### src/rtl/ts_os_decoder.sv
// ts_os_decoder
// Per-lane Gen1/Gen2 TS1/TS2 ordered-set framer, checker and field extractor
// for the RX LTSSM path. Each lane also counts consecutive identical TS.
//
// Ports:
//   clk, reset        rising-edge clock, async active-high reset
//   data, datak       one decoded symbol and K flag per lane (lane n = data[8n+:8])
//   valid             symbols valid this cycle (all lanes)
//   lane_en           active-lane mask used for all_consec_ok
//   ts_valid, os_err  one-cycle pulses: TS accepted / malformed or interrupted set
//   ts_is_ts2         type of last accepted TS
//   link_num .. train_ctl, link_pad, lane_pad   fields of last accepted TS
//   consec_cnt, consec_ok, all_consec_ok        consecutive identical TS tracking
//
// state | meaning
// HUNT  | waiting for COM
// BODY  | inside a TS, idx = index of the symbol expected next (1..15)
// SKIP  | inside a SKP ordered set, waiting for COM or end of SKPs
module ts_os_decoder #(
  parameter int LANES  = 16,
  parameter int CONSEC = 8
) (
  input  logic                 clk,
  input  logic                 reset,
  input  logic [8*LANES-1:0]   data,
  input  logic [LANES-1:0]     datak,
  input  logic                 valid,
  input  logic [LANES-1:0]     lane_en,
  output logic [LANES-1:0]     ts_valid,
  output logic [LANES-1:0]     ts_is_ts2,
  output logic [8*LANES-1:0]   link_num,
  output logic [8*LANES-1:0]   lane_num,
  output logic [8*LANES-1:0]   n_fts,
  output logic [8*LANES-1:0]   rate_id,
  output logic [8*LANES-1:0]   train_ctl,
  output logic [LANES-1:0]     link_pad,
  output logic [LANES-1:0]     lane_pad,
  output logic [LANES-1:0]     os_err,
  output logic [8*LANES-1:0]   consec_cnt,
  output logic [LANES-1:0]     consec_ok,
  output logic                 all_consec_ok
);

  localparam logic [7:0] CONSEC_MAX = 8'(CONSEC);
  localparam logic [7:0] SYM_COM    = 8'hBC;
  localparam logic [7:0] SYM_SKP    = 8'h1C;
  localparam logic [7:0] SYM_PAD    = 8'hF7;
  localparam logic [7:0] ID_TS1     = 8'h4A;
  localparam logic [7:0] ID_TS2     = 8'h45;

  typedef enum logic [1:0] {HUNT, BODY, SKIP} state_t;

  for (genvar g = 0; g < LANES; g++) begin : g_lane
    logic [7:0] sym;
    logic       k, is_com, is_skp, is_pad;
    state_t     state;
    logic [3:0] idx;
    logic       ts2_sh, link_pad_sh, lane_pad_sh;
    logic [7:0] link_sh, lane_sh, nfts_sh, rate_sh, ctl_sh;
    logic       ts_valid_q, os_err_q, ts2_q, link_pad_q, lane_pad_q;
    logic [7:0] link_q, lane_q, nfts_q, rate_q, ctl_q, cnt_q;
    logic       body_err, same_prev;
    logic [7:0] exp_id, cnt_next;

    assign sym    = data[8*g +: 8];
    assign k      = datak[g];
    assign is_com = k && (sym == SYM_COM);
    assign is_skp = k && (sym == SYM_SKP);
    assign is_pad = k && (sym == SYM_PAD);
    assign exp_id = ts2_sh ? ID_TS2 : ID_TS1;

    always_comb begin
      body_err = 1'b0;
      case (idx)
        4'd1:                body_err = k && !is_pad && !is_skp;
        4'd2:                body_err = k && !is_pad;
        4'd3, 4'd4, 4'd5:    body_err = k;
        4'd6:                body_err = k || ((sym != ID_TS1) && (sym != ID_TS2));
        default:             body_err = k || (sym != exp_id);
      endcase
    end

    // The candidate TS matches the last committed one only if a run is already
    // in progress; a zero count (after reset or an error) always restarts at 1.
    assign same_prev = (cnt_q != 8'd0) &&
                       (ts2_sh == ts2_q) &&
                       (link_sh == link_q) && (link_pad_sh == link_pad_q) &&
                       (lane_sh == lane_q) && (lane_pad_sh == lane_pad_q) &&
                       (nfts_sh == nfts_q) && (rate_sh == rate_q) && (ctl_sh == ctl_q);
    assign cnt_next  = !same_prev ? 8'd1 :
                       (cnt_q >= CONSEC_MAX) ? CONSEC_MAX : cnt_q + 8'd1;

    always_ff @(posedge clk or posedge reset) begin
      if (reset) begin
        state       <= HUNT;
        idx         <= 4'd0;
        ts2_sh      <= 1'b0;
        link_pad_sh <= 1'b0;
        lane_pad_sh <= 1'b0;
        link_sh     <= 8'd0;
        lane_sh     <= 8'd0;
        nfts_sh     <= 8'd0;
        rate_sh     <= 8'd0;
        ctl_sh      <= 8'd0;
        ts_valid_q  <= 1'b0;
        os_err_q    <= 1'b0;
        ts2_q       <= 1'b0;
        link_pad_q  <= 1'b0;
        lane_pad_q  <= 1'b0;
        link_q      <= 8'd0;
        lane_q      <= 8'd0;
        nfts_q      <= 8'd0;
        rate_q      <= 8'd0;
        ctl_q       <= 8'd0;
        cnt_q       <= 8'd0;
      end else begin
        ts_valid_q <= 1'b0;
        os_err_q   <= 1'b0;
        if (valid) begin
          case (state)
            HUNT: begin
              if (is_com) begin
                state <= BODY;
                idx   <= 4'd1;
              end
            end
            SKIP: begin
              if (is_com) begin
                state <= BODY;
                idx   <= 4'd1;
              end else if (!is_skp) begin
                state <= HUNT;
              end
            end
            BODY: begin
              if ((idx == 4'd1) && is_skp) begin
                state <= SKIP;
              end else if (body_err) begin
                os_err_q <= 1'b1;
                cnt_q    <= 8'd0;
                // A COM in the middle of a set is taken as the start of the next one.
                if (is_com) begin
                  state <= BODY;
                  idx   <= 4'd1;
                end else begin
                  state <= HUNT;
                end
              end else begin
                case (idx)
                  4'd1: begin link_sh <= sym; link_pad_sh <= k; end
                  4'd2: begin lane_sh <= sym; lane_pad_sh <= k; end
                  4'd3: nfts_sh <= sym;
                  4'd4: rate_sh <= sym;
                  4'd5: ctl_sh  <= sym;
                  4'd6: ts2_sh  <= (sym == ID_TS2);
                  default: ;
                endcase
                if (idx == 4'd15) begin
                  ts_valid_q <= 1'b1;
                  ts2_q      <= ts2_sh;
                  link_q     <= link_sh;
                  link_pad_q <= link_pad_sh;
                  lane_q     <= lane_sh;
                  lane_pad_q <= lane_pad_sh;
                  nfts_q     <= nfts_sh;
                  rate_q     <= rate_sh;
                  ctl_q      <= ctl_sh;
                  cnt_q      <= cnt_next;
                  state      <= HUNT;
                end else begin
                  idx <= idx + 4'd1;
                end
              end
            end
            default: state <= HUNT;
          endcase
        end
      end
    end

    assign ts_valid[g]         = ts_valid_q;
    assign os_err[g]           = os_err_q;
    assign ts_is_ts2[g]        = ts2_q;
    assign link_pad[g]         = link_pad_q;
    assign lane_pad[g]         = lane_pad_q;
    assign link_num[8*g +: 8]  = link_q;
    assign lane_num[8*g +: 8]  = lane_q;
    assign n_fts[8*g +: 8]     = nfts_q;
    assign rate_id[8*g +: 8]   = rate_q;
    assign train_ctl[8*g +: 8] = ctl_q;
    assign consec_cnt[8*g +: 8] = cnt_q;
    assign consec_ok[g]        = (cnt_q >= CONSEC_MAX);
  end

  // Lanes outside lane_en are forced true; an empty mask never reports ready.
  assign all_consec_ok = (lane_en != '0) && (&(consec_ok | ~lane_en));

endmodule
### config.mk
export PLATFORM = sky130hd
export DESIGN_NAME = ts_os_decoder
export DESIGN_NICKNAME = d
export VERILOG_FILES = /design/src/rtl/ts_os_decoder.sv
export SDC_FILE = /design/constraint.sdc
export NUM_CORES = 2
export LEC_CHECK = 0
export CORE_ASPECT_RATIO = 2
export CORE_MARGIN = 8
export CORE_UTILIZATION = 40
export DETAILED_ROUTE_END_ITERATION = 8
export PLACE_DENSITY = 0.62
export SETUP_SLACK_MARGIN = 0.05
export SLEW_MARGIN = 20
export SYNTH_ARGS = -nofsm -noshare
export SYNTH_HDL_FRONTEND = slang
export SYNTH_SLANG_ARGS = --single-unit
### constraint.sdc
create_clock -name clk -period 56.1 [get_ports clk]
set_clock_uncertainty 0.15 [all_clocks]
set_input_delay 11.22 -clock clk [delete_from_list [all_inputs] [get_ports clk]]
set_output_delay 11.22 -clock clk [all_outputs]
set_load 0.005 [all_outputs]
### Yosys cells after proc, flatten, opt, wreduce, memory -nomap -nowiden

Cells that the tools add are included.

* output and inout port bits: 865
* register bits after elaboration: 1632
* logic and storage cells: 1893

* muxes and demuxes: 448
* order comparisons: 16
* reductions and logical operators: 563
* eq/ne operators: 464
* bitwise logic cells: 34
* add/sub/neg operators: 32

Operator list (count)
* $eq 8x8->1: 80
* $reduce_and 5->1: 112
* $mux 8: 64
* $mux 4: 80
* $eq 8x8->1 const B: 32
* $ne 8x7->1 const B: 32
* $logic_and 1x1->1: 241
* $eq 4x3->1 const B: 48
* $mux 2: 96
* $reduce_and 4->1: 48
* $mux 1: 160
* $add 8x1->8 const B: 16
* $eq 4x2->1 const B: 32
* $eq 8x5->1 const B: 16
* $eq 8x7->1 const B: 16
* $ge 8x4->1 const B: 16
* $ne 8x7->1: 16
* $pmux 4 s2: 16
* $reduce_bool 8->1: 16
* $ne 3x3->1 const B: 32
* $pmux 2 s3: 16
* $add 4x1->4 const B: 16
* $eq 4x1->1 const B: 16
* $eq 4x4->1 const B: 16
* other kinds (17): 324

### Longest topological paths before layout

* depth in word-level cells: 12
* gate-level depth with buffers: 12
* gate-level depth less buffers: 10

### Worst setup path before layout

OpenSTA, ideal clock, no wires.

* path kind: in2out
* start point: in lane_en[14]
* end point: out all_consec_ok
* slack: 32.773 ns
* stages on the path: 5
* path buffers: 0
* arrival time: 11.957 ns
* cell sequence: a22oi_1 -> nand2_1 -> a2111oi_0 -> nand2_1 -> nor2_1

* longest elaborated chain between the ends: 4
* elaborated cells between the ends (all ways): 5
* those cells by class: bitwise (2); reduce/logical (3)

RTL lines
* start, declared: line 28 `input logic [LANES-1:0] lane_en,`
* $not 16->16: line 196 `assign all_consec_ok = (lane_en != '0) && (&(consec_ok | ~lane_en));`
* $or 16x16->16: line 196
* $reduce_and 16->1: line 196
* $logic_and 1x1->1 (*): line 196
* end, declared: line 41 `output logic all_consec_ok`

Every way passes the cells marked *; elsewhere a longest branch is shown, timed or not.

### Worst setup path in the final report

Ends and elaborated chain as after synthesis.

==> out/results.md <==
* **status** finished clean
* **Post-Syn Instances** 6148
* **Sequential cell area** 0.04084 mm2
* **Worst Path Max Fanout** 2
* **clk sink count** 1632
* **worst endpoint required time** 44.73 ns
* **warning count from the yosys run** 0
* **transition time at the pin with the least slew margin** 1.106 ns
* **number of global-route vias before repair** 55901
* **clock root buffer** sky130_fd_sc_hd__clkbuf_16
* **f_max** 40.82 MHz
* **detailed router's first-iteration violation count** 2760
* **predominant post-synthesis flop cell** sky130_fd_sc_hd__dfrtp_1
* **Syn Nets** 6407
* **ratio of routed vias to standard cells** 5.419
* **number of filler cells placed in the layout** 17199
* **vias** 52907
* **Critical Path Sink Type** output port
* **Die Area** 0.2090 mm2
* **dominant cells by area after synthesis** sky130_fd_sc_hd__dfrtp_1, sky130_fd_sc_hd__mux2_2, sky130_fd_sc_hd__xnor2_1
* **largest family of logic cells by synthesized area** multiplexers
* **Site Rows** 228
* **TritonCTS clock tree** built
* **unrepaired setup endpoints after global routing** false
* **cell with the largest stage delay on the worst path** sky130_fd_sc_hd__clkdlybuf4s50_1
* **overall routing resource usage** 0.2324
* **sum of negative setup slack** 0 ns
* **Worst Hold Slack** 0.3473 ns
* **Net count, final** 7371
* **number of flops mapped to enable cells by yosys** 0
* **type of the worst min-delay path** register to register
* **distinct cell type count of the synthesized netlist** 109
* **Pwr Density** 27.27 mW/mm2
* **Clk pin slew, worst setup/hold paths** 0.07 ns
* **Max-cap violations** 0
* **worst IR drop on VDD** 0.02546 mV
* **overall power consumption** 2.595 mW
* **post-CTS setup buffer count** 0
* **post-synthesis share of cell area spent on full adders, half adders and majority gates** 0.01550
* **Mapped Area** 0.07751 mm2
* **wirelength, routed** 249.8 mm
* **net switching power** 0.6441 mW
* **compound-gate portion of the synthesized area** 0.04999
* **clock latency on the worst-skew pair** 0.83 ns
* **dpl hpwl** 191.6 mm
* **most instantiated library cell after synthesis** sky130_fd_sc_hd__dfrtp_1
* **placeable core region** 0.1928 mm2
* **largest net degree at the start of global routing** 168
* **flops & latches, synth** 1632
* **hold buffers post-CTS** 0
* **register share of total power** 0.480
* **gr ovfl total** 0
* **Pleak** 45.73 nW
* **Switching Fraction** 0.2482
* **setup slack after layout** 31.60 ns
* **remaining antenna violation count after routing** 0
* **Residual DRC** 0
* **CP max stage delay** 0.51 ns
* **number of levels in the clock H-tree** 4
* **fraction of power consumed by the clock network** 0.433
* **die span in x** 327.3 um
* **area grow syn2layout** 22.78%
* **combinational power share** 0.088
* **share of synthesized area occupied by flip-flops and latches** 0.5269
* **total iterations of the first detailed-routing run** 7
* **Hold Violations, Final** 0
* **share of cell area taken by muxes after synthesis** 0.1989
* **number of I/O pins** 1028
* **Slew Viols, Final** 0
* **synthesized area per cell** 12.61 um2
* **vertical extent of the die** 638.6 um
* **number of antenna violations at the first check in global routing** 15
* **crit share post-route** 0.4367
* **count of endpoints failing setup in the final report** 0
* **pre-CTS WS** 31.69 ns
* **gp weighted congestion** 0.8893
* **Final Instance Count excl. Fillers** 9763
* **class of the most critical setup path** primary input to output port
* **Max Buffers Root-to-Sink** 4
* **internal power consumption** 1.951 mW
* **layout cell share with drive strength beyond 1** 0.2211
* **Num CTS Buffers** 163
* **detailed-route wire length per cell** 25.58 um
* **synth cell count leaders** sky130_fd_sc_hd__dfrtp_1, sky130_fd_sc_hd__mux2_2, sky130_fd_sc_hd__xnor2_1, sky130_fd_sc_hd__xor2_1, sky130_fd_sc_hd__nand2_1
* **first-pass GRT wire length** 371.1 mm
* **cell type contributing the most total cell area after synthesis** sky130_fd_sc_hd__dfrtp_1
* **combined area of the multi-input logic cells** 0.03448 mm2
* **Buffers on Ports** 1027
* **top-area cell type share of the netlist area** 0.5269
* **crit-path cells** clkdlybuf4s50_1 -> a22oi_1 -> nand2_1 -> a2111oi_0 -> nand2_1 -> nor2_1 -> clkdlybuf4s50_1
* **post-cts gate resize count** 0
* **arrival time worst endpoint** 13.13 ns
* **share of async-settable or async-resettable flops after synthesis** 1.000
* **nature of the critical path startpoint** primary input
* **placed instance count** 9477
* **minimum period implied by the final worst setup slack** 24.50 ns
* **basic-gate share of the synthesized area counting and, or, nand and nor cells** 0.1017
* **worst relative slew slack** 0.2558
* **initial cell density of the core** 0.4020
* **XOR/XNOR share of the synthesized area** 0.07808
## flip-flops by register name, indices dropped and copies added (netlist names), 32 cells and up
register / cells
g_lane.link_sh: 128
g_lane.state: 32
g_lane.ctl_q: 128
g_lane.nfts_sh: 128
g_lane.rate_q: 128
g_lane.lane_q: 128
g_lane.lane_sh: 128
g_lane.rate_sh: 128
g_lane.ctl_sh: 128
g_lane.cnt_q: 128
g_lane.nfts_q: 128
g_lane.link_q: 128
g_lane.idx: 64
## cells by family (layout without fill, tap and decap cells)
group / after synthesis / in the layout
flops: 1632 / 1632
xor+xnor: 691 / 691
mux: 1349 / 1349
compound gates: 552 / 552
other cells: 0 / 5
fa+ha+maj: 96 / 96
simple gates: 1387 / 1387
buf+inv: 441 / 1521
## cells in the final DEF (no fill, tap or decap), types with 144 or more instances in the layout
cell / count
sky130_fd_sc_hd__nor2_1: 166
sky130_fd_sc_hd__clkbuf_16: 165
sky130_fd_sc_hd__nand2_1: 316
sky130_fd_sc_hd__xnor2_1: 359
sky130_fd_sc_hd__dfrtp_1: 1632
sky130_fd_sc_hd__mux2_1: 144
sky130_fd_sc_hd__xor2_1: 332
sky130_fd_sc_hd__inv_1: 165
sky130_fd_sc_hd__mux2_2: 1116
sky130_fd_sc_hd__clkdlybuf4s50_1: 1026
## critical path: cells and delay by family
| kind | cells | cell delay [ns] |
|---|---|---|
| and+or+nand+nor | 3 | 0.32 |
| buffers and inverters | 2 | 0.95 |
| AOI/OAI and AO/OA | 2 | 0.63 |
## final cells by class
type                       instances  area share
clock buffer                     233     0.04996
timing repair buffer            1069      0.1119
inverter                         171    0.006784
sequential                      1632      0.4291
multi-input combinational       4075      0.3623
tap                             2530     0.03326
clock inverter                    48    0.006626
antenna                            5   0.0001315
## per-layer routing
layer,GRT usage,wire length (um),vias to the layer above
li1,-,-,23778
met1,0.2528,90850,27218
met2,0.4221,129200,1497
met3,0.07129,19720,398
met4,0.08525,9914,16
met5,0,96,-
## power groups by stage
stage	clock (mW)	sequential (mW)	combinational [mW]
after detailed placement	0	1.27	0.231
after global placement	0	1.26	0.227
final	1.12	1.24	0.228
after CTS	1.15	1.24	0.232
after floorplan	0	1.26	0.149
after global routing	1.19	1.25	0.252
## stage by stage
step	utilization	cell area (um2)
after CTS	0.4933	95140
after detailed placement	0.4654	89750
after global routing	0.4935	95160
after global placement	0.4654	89740
after floorplan	-	77520
final	0.4935	95170
## path summary, 6_finish.rpt
check                           cells past startpoint  slack (ns)                        startpoint                                 to
max in group asynchronous                           7       40.80                             reset  g_lane[13].lane_sh[0]$_DFFE_PP0P_
worst max register to register                      9       52.21      g_lane[8].idx[0]$_DFFE_PP0P_    g_lane[8].nfts_q[7]$_DFFE_PP0P_
min in group asynchronous                           2       10.78                             reset    g_lane[6].link_q[1]$_DFFE_PP0P_
worst max-delay path                                7       31.60                       lane_en[14]                      all_consec_ok
worst min-delay path                                2        0.35  g_lane[3].rate_sh[7]$_DFFE_PP0P_    g_lane[3].rate_q[7]$_DFFE_PP0P_
worst min register to register                      2        0.35  g_lane[3].rate_sh[7]$_DFFE_PP0P_    g_lane[3].rate_q[7]$_DFFE_PP0P_
Power figures use the tool's default switching activity.
